===== src/rtl/load_store_unit_pkg.sv =====
// Shared encodings for the load/store unit: access sizes, FSM states and the alignment rule.
// Pure declarations; no timing or flow-control behaviour of its own.
package load_store_unit_pkg;

    localparam logic [1:0] DATA_SIZE_BYTE = 2'b00;
    localparam logic [1:0] DATA_SIZE_HALF = 2'b01;
    localparam logic [1:0] DATA_SIZE_WORD = 2'b10;

    typedef enum logic [1:0] {
        LSU_IDLE = 2'b00,
        LSU_REQ  = 2'b01,
        LSU_WAIT = 2'b10,
        LSU_DONE = 2'b11
    } lsu_state_t;

    function automatic logic lsu_legal(input logic [1:0] size, input logic [1:0] offset);
        case (size)
            DATA_SIZE_BYTE: lsu_legal = 1'b1;
            DATA_SIZE_HALF: lsu_legal = ~offset[0];
            DATA_SIZE_WORD: lsu_legal = (offset == 2'b00);
            default:        lsu_legal = 1'b0;
        endcase
    endfunction

endpackage


===== src/rtl/load_store_unit_load_extend.sv =====
// Aligns a bus read word to the accessed lane and sign- or zero-extends it.
// Purely combinational, zero latency; no flow control.
module load_extend
    import load_store_unit_pkg::*;
(
    input  logic [31:0] rdata,
    input  logic [1:0]  offset,
    input  logic [1:0]  size,
    input  logic        is_unsigned,
    output logic [31:0] result
);

    logic [31:0] shifted;

    always_comb begin
        shifted = rdata >> {offset, 3'b000};
        case (size)
            DATA_SIZE_BYTE: result = {{24{~is_unsigned & shifted[7]}}, shifted[7:0]};
            DATA_SIZE_HALF: result = {{16{~is_unsigned & shifted[15]}}, shifted[15:0]};
            default:        result = shifted;
        endcase
    end

endmodule


===== src/rtl/load_store_unit.sv =====
// Single-outstanding data-memory interface: request/grant/response with core stall.
// Load 3 cycles, store 2 cycles on a zero-wait bus; each low mem_gnt cycle adds one REQ cycle.
module load_store_unit
    import load_store_unit_pkg::*;
#(
    parameter int ADDR_WIDTH = 32
) (
    input  logic                  clk,
    input  logic                  rst_n,
    input  logic                  req_valid,
    input  logic                  req_write,
    input  logic [1:0]            req_size,
    input  logic                  req_unsigned,
    input  logic [ADDR_WIDTH-1:0] req_addr,
    input  logic [31:0]           req_wdata,
    output logic                  stall,
    output logic                  rsp_valid,
    output logic [31:0]           rsp_rdata,
    output logic                  misaligned,
    output logic                  mem_req,
    output logic                  mem_we,
    output logic [ADDR_WIDTH-1:0] mem_addr,
    output logic [3:0]            mem_be,
    output logic [31:0]           mem_wdata,
    input  logic                  mem_gnt,
    input  logic                  mem_rvalid,
    input  logic [31:0]           mem_rdata
);

    lsu_state_t  state;
    logic [1:0]  size_q;
    logic [1:0]  offset_q;
    logic        unsigned_q;
    logic        legal;
    logic [3:0]  be_next;
    logic [31:0] wdata_next;
    logic [31:0] load_data;

    assign legal      = lsu_legal(req_size, req_addr[1:0]);
    assign misaligned = (state == LSU_IDLE) & req_valid & ~legal;
    assign stall      = ((state == LSU_IDLE) & req_valid & legal)
                      | (state == LSU_REQ) | (state == LSU_WAIT);

    // Loads always fetch the whole word; lane selection happens on the way back.
    always_comb begin
        be_next    = 4'b1111;
        wdata_next = req_wdata;
        case (req_size)
            DATA_SIZE_BYTE: begin
                wdata_next = {4{req_wdata[7:0]}};
                if (req_write) be_next = 4'b0001 << req_addr[1:0];
            end
            DATA_SIZE_HALF: begin
                wdata_next = {2{req_wdata[15:0]}};
                if (req_write) be_next = 4'b0011 << req_addr[1:0];
            end
            default: ;
        endcase
    end

    load_extend u_load_extend (
        .rdata       (mem_rdata),
        .offset      (offset_q),
        .size        (size_q),
        .is_unsigned (unsigned_q),
        .result      (load_data)
    );

    always_ff @(posedge clk or negedge rst_n) begin
        if (!rst_n) begin
            state      <= LSU_IDLE;
            mem_req    <= 1'b0;
            mem_we     <= 1'b0;
            mem_addr   <= '0;
            mem_be     <= '0;
            mem_wdata  <= '0;
            rsp_valid  <= 1'b0;
            rsp_rdata  <= '0;
            size_q     <= '0;
            offset_q   <= '0;
            unsigned_q <= 1'b0;
        end else begin
            rsp_valid <= 1'b0;
            case (state)
                LSU_IDLE: begin
                    if (req_valid && legal) begin
                        state      <= LSU_REQ;
                        mem_req    <= 1'b1;
                        mem_we     <= req_write;
                        mem_addr   <= {req_addr[ADDR_WIDTH-1:2], 2'b00};
                        mem_be     <= be_next;
                        mem_wdata  <= wdata_next;
                        size_q     <= req_size;
                        offset_q   <= req_addr[1:0];
                        unsigned_q <= req_unsigned;
                    end
                end
                LSU_REQ: begin
                    if (mem_gnt) begin
                        mem_req <= 1'b0;
                        mem_we  <= 1'b0;
                        if (mem_we) begin
                            state <= LSU_DONE;
                        end else if (mem_rvalid) begin
                            rsp_rdata <= load_data;
                            rsp_valid <= 1'b1;
                            state     <= LSU_DONE;
                        end else begin
                            state <= LSU_WAIT;
                        end
                    end
                end
                LSU_WAIT: begin
                    if (mem_rvalid) begin
                        rsp_rdata <= load_data;
                        rsp_valid <= 1'b1;
                        state     <= LSU_DONE;
                    end
                end
                default: state <= LSU_IDLE;
            endcase
        end
    end

endmodule


===== config.mk =====
export PLATFORM = sky130hd
export DESIGN_NAME = load_store_unit
export DESIGN_NICKNAME = d
export VERILOG_FILES = /design/src/rtl/load_store_unit_pkg.sv /design/src/rtl/load_store_unit_load_extend.sv /design/src/rtl/load_store_unit.sv
export SDC_FILE = /design/constraint.sdc
export NUM_CORES = 1
export LEC_CHECK = 0
export CAP_MARGIN = 20
export CORE_UTILIZATION = 48
export CTS_BUF_LIST = sky130_fd_sc_hd__clkbuf_8
export DETAILED_ROUTE_END_ITERATION = 8
export HOLD_SLACK_MARGIN = 0.08
export PLACE_DENSITY = 0.85
export REMOVE_ABC_BUFFERS = 1
export SLEW_MARGIN = 5
export SYNTH_ARGS = -nofsm -noshare
export SYNTH_HDL_FRONTEND = slang
export SYNTH_SLANG_ARGS = --single-unit

===== constraint.sdc =====
create_clock -name clk -period 4.3 [get_ports clk]
set_input_delay 0.43 -clock clk [delete_from_list [all_inputs] [get_ports clk]]
set_output_delay 0.43 -clock clk [all_outputs]
set_load 0.01 [all_outputs]

Yosys cells after proc, flatten, opt, wreduce, memory -nomap -nowiden. Index checks and enable logic that the tools add are counted.

Bitwise operators: 10. Shifts and indexed selects: 3. Reductions and logical operators: 11. Equality and inequality tests: 9. Multiplexer cells: 25.

Operators with widths (number): $pmux W32 S2 (3); $mux W32 (3); $shr A32 B5 Y32 (1); $reduce_and A3 Y1 (3); $logic_not A2 Y1 (4); $mux W1 (8); $mux W4 (2); $pmux W4 S2 (1); $eq A2 B1 Y1 const B (3); $mux W2 (3); $ne A2 B2 Y1 const B (3); $pmux W1 S2 (3); $pmux W2 S3 (1); $and A1 B1 Y1 (5); $eq A2 B2 Y1 const B (2); $reduce_bool A2 Y1 (2); $shl A1 B2 Y4 const A (1); $shl A2 B2 Y4 const A (1); $not A1 Y1 (3); $pmux W1 S3 (1); $ne A2 B1 Y1 const B (1); $or A1 B1 Y1 (2); $reduce_and A2 Y1 (1); $logic_and A1 B1 Y1 (1).

Word-level logic and storage cells: 69. Bits of input ports: 105. Output and inout bits: 105. Register bits: 108.

Depth between registers and ports, before layout.
Word-level depth: 7. Gate-level depth with buffers: 9.

Modules after synthesis. A second synthesis with hierarchy kept.

Cell total of the unflattened synthesis: 456. Area, all modules: 5406.4 um^2.

Modules (own cells, without submodules): load_store_unit (cells each 353, times used 1, area an instance 4638.2 um^2); load_extend (cells each 103, times used 1, area an instance 768.2 um^2).

Worst setup path before layout. Ideal clock, no wire load.

Path kind: input-to-output. Start point: in req_addr[0]. End point: out stall. Stages: 7. Data required time: 3.870 ns. Arrival time: 1.483 ns. Path slack: 2.387 ns. Cell sequence: inv_1 > ha_1 > nor2b_1 > o21bai_1 > buf_4 > buf_2 > nand2_1.

Longest elaborated chain between the ends: 5.

RTL lines: from (decl) (line load_store_unit.sv:14) `input logic [ADDR_WIDTH-1:0] req_addr,`; $logic_not A2 Y1 / $not A1 Y1 (equally long branches) (line load_store_unit_pkg.sv:20, load_store_unit_pkg.sv:19); $pmux W1 S3 (*) (line load_store_unit_pkg.sv:17) `case (size)`; $and A1 B1 Y1 (*) (line load_store_unit.sv:41) `assign stall = ((state == LSU_IDLE) & req_valid & legal)`; $or A1 B1 Y1 (*) (2 in series) (line load_store_unit.sv:42) `| (state == LSU_REQ) | (state == LSU_WAIT);`; to (decl) (line load_store_unit.sv:16) `output logic stall,`.

Mark *: on every way between the ends. The rest lies on a longest branch, timed or not.

Worst setup path after layout.
Start point: in req_addr[1]. End point: out misaligned.

Longest elaborated chain between the ends: 4.

RTL lines: $logic_not A2 Y1 (line load_store_unit_pkg.sv:20) `DATA_SIZE_WORD: lsu_legal = (offset == 2'b00);`; $pmux W1 S3 (line load_store_unit_pkg.sv:17); $not A1 Y1 (line load_store_unit.sv:40) `assign misaligned = (state == LSU_IDLE) & req_valid & ~legal;`; $and A1 B1 Y1 (line load_store_unit.sv:40); to (decl) (line load_store_unit.sv:19) `output logic misaligned,`.

Every way passes these cells.

==> results.yml <==
timing:
  fin_crit_sh_pct: 62.5
  rsz0062_at_grt: "no"
  fmax_mhz: 372
  report.final.setup_viol: 0
  hold_viol: 0
  max_slew_margin_pct: 44.8
  fin_crit_ns: 2.69
  tightestPinTransition_ns: 0.827
  final-max-slew-violation-count: 0
  finClkSkew_ns: 0.00754
power:
  power_leakage_nw: 3.24
  vdd_drop_max_uv: 425
  p_per_area_nw_per_um2: 682
global_routing:
  antenna_found_initial: 0
  grt_usage_pct: 26.5
  grt_pass1_vias: 4540
  grt_pass1_wl_mm: 22.9
  grt-ovfl-total: 0
  grt_max_degree: 102
clock_tree:
  cts-resized-gates: 0
  h-tree-depth: 3
  clockBufferDepth: 2
  numCtsBuffers: 9
  clockRootBuffer: "clkbuf_8"
  postCtsSetupRepairBufs: 0
  cts_tree: "yes"
  cts_hold_buf: 0
  clock_sinks: 108
  clkSlewWorstSetupHoldPaths_ns: 0.09
  worstSkewPairLatency_ns: 0.36
worst_hold_path:
  hold_class: "in -> async"
setup_path:
  required_ns: 3.87
  crit_path_start_kind: "primary input"
  r2r_end: "rsp_rdata[14]"
  ff2ff_setup_slack_ns: 2.18
  worstReg2RegStart: "state[1]"
  ff2ff_path_depth: 6
  path_class: "in -> out"
  crit_path_max_fanout: 5
  arrival_ns: 2.26
  end_kind: "primary output"
detailed_routing:
  routed_via_density: 5.36
  drt_iter0_drc: 240
  totalWireLength_mm: 14.1
  antenna_left: 0
  wl_per_cell_microns: 17.9
  drc: 0
  vias: 4227
  drtPass1Iterations: 5
final_layout:
  utilization_pct: 72.6
  drive_gt1_share_pct: 6.13
  design_area_sq_um: 7560
  final_common_cell: "clkdlybuf4s50_1"
  antenna_cells: 0
  final_cells: 789
  fin_nets: 761
  final_cell_mix: "206 x clkdlybuf4s50_1, 108 x dfrtp_1, 41 x mux2_1, 41 x mux2i_1"
  syn2layout_area_growth_pct: 45.7
die:
  io_pins: 210
  die_area_sq_um: 11200
  die_w_microns: 106
  num_rows: 37
  initial_core_util_pct: 49.9
  fp.coreArea_sq_um: 10400
  fp.dieH_microns: 106
placed_design:
  placed_cells: 773
  port_buffers: 207
  gp_congestion: 0.864
  placed_area_sq_um: 7310
  dp_hpwl_mm: 10.4
synth:
  syn-cell-area_sq_um: 5190
  yosys.area_share.simple_pct: 8.50
  yosysSeqAreaShare_pct: 52.0
  synthCells: 453
  synth_adder_area_share_pct: 1.93
  synth-xor-area-share_pct: 0
  synth_mux_area_share_pct: 19.4
  ys_ff_latch: 108
  ys_warn_count: 0
  synth_top_family_by_area: "multiplexers"
  syn_avg_cell_area_sq_um: 11.5
  synth_compound_area_share_pct: 13.8
  ys_types: 37
status:
  status: "finished, final reports clean"
flow_run:
  drv_cap: 0
==> worst max path at each step <==
| stage | slack (ns) | startpoint | to | cells past startpoint |
|---|---|---|---|---|
| final | 1.61 | req_addr[1] | misaligned | 6 |
| after global routing | 1.52 | req_addr[1] | stall | 7 |
| after CTS | 1.60 | req_addr[0] | misaligned | 6 |
| after detailed placement | 1.60 | req_addr[0] | misaligned | 6 |
| after global placement | 1.67 | req_addr[1] | stall | 7 |
| after floorplan | -1.17 | req_addr[0] | stall | 5 |
==> metal layers <==
metal	routed length, microns	track usage [%]
met2	6950	45.6
met5	0	0
met3	1360	9.20
met1	5470	30.0
met4	346	10.9
==> state kept, by name, summed over array words and instances, names as in the netlist <==
signal and count:
mem_wdata 32, rsp_rdata 32, mem_addr 30, mem_be 4, offset_q 2, size_q 2
state 2, mem_req 1, mem_we 1, rsp_valid 1, unsigned_q 1
==> cell families after synthesis <==
group,Yosys count
compound gates,110
flops,108
simple gates,96
mux,93
buf+inv,37
fa+ha+maj,8
other cells,1
==> where the power goes <==
group | switching (mW) | leakage (nW) | internal, mW
clock | 0.330 | 0.131 | 0.416
combinational | 1.15 | 1.81 | 1.44
sequential | 0.304 | 1.30 | 1.52
==> synthesized netlist by cell type, drive strengths merged <==
library cell	count	share of area, %
o211a	1	0.19
conb	1	0.072
o21ai	43	4.4
nand3	2	0.19
a211oi	10	1.5
a21oi	26	2.6
o311ai	2	0.34
o21a	1	0.14
mux2	51	11
mux2i	41	7.9
nor3	2	0.19
and2	8	0.96
ha	8	1.9
a22o	7	1.2
and4b	1	0.19
buf	26	3.5
dfrtp	108	52
a211o	1	0.17
and3b	1	0.17
nor2b	14	1.7
nand2b	3	0.36
o21bai	1	0.14
nor2	26	1.9
mux4	1	0.43
a221oi	1	0.29
clkbuf	5	0.36
o22a	17	2.9
nand2	39	2.8
inv	6	0.43
==> per-stage QoR <==
step	hold WS, ns	worst slack (ns)	TNS [ns]	total power [mW]
after detailed placement	0.469	1.60	0	4.43
after CTS	0.181	1.60	0	5.20
final	0.143	1.61	0	5.16
after global placement	0.461	1.67	0	4.33
after global routing	0.206	1.52	0	5.49
after floorplan	0.134	-1.17	-64.07	3.00
==> layout make-up <==
type | instances | area (sq um)
Multi-Input combinational cell | 309 | 2280
Timing Repair Buffer | 214 | 2130
Inverter | 6 | 22.5
Sequential cell | 108 | 2700
Clock buffer | 11 | 151
Tap cell | 136 | 170
Fill cell | 747 | 2850
Clock inverter | 5 | 98.8
==> critical path, cell delays in order <==
cell             delay [ns]
clkdlybuf4s50_1        0.55
inv_1                  0.10
ha_1                   0.20
nor2b_1                0.18
nor3_1                 0.23
clkdlybuf4s50_1        0.57
(Power assumes the default switching activity.)
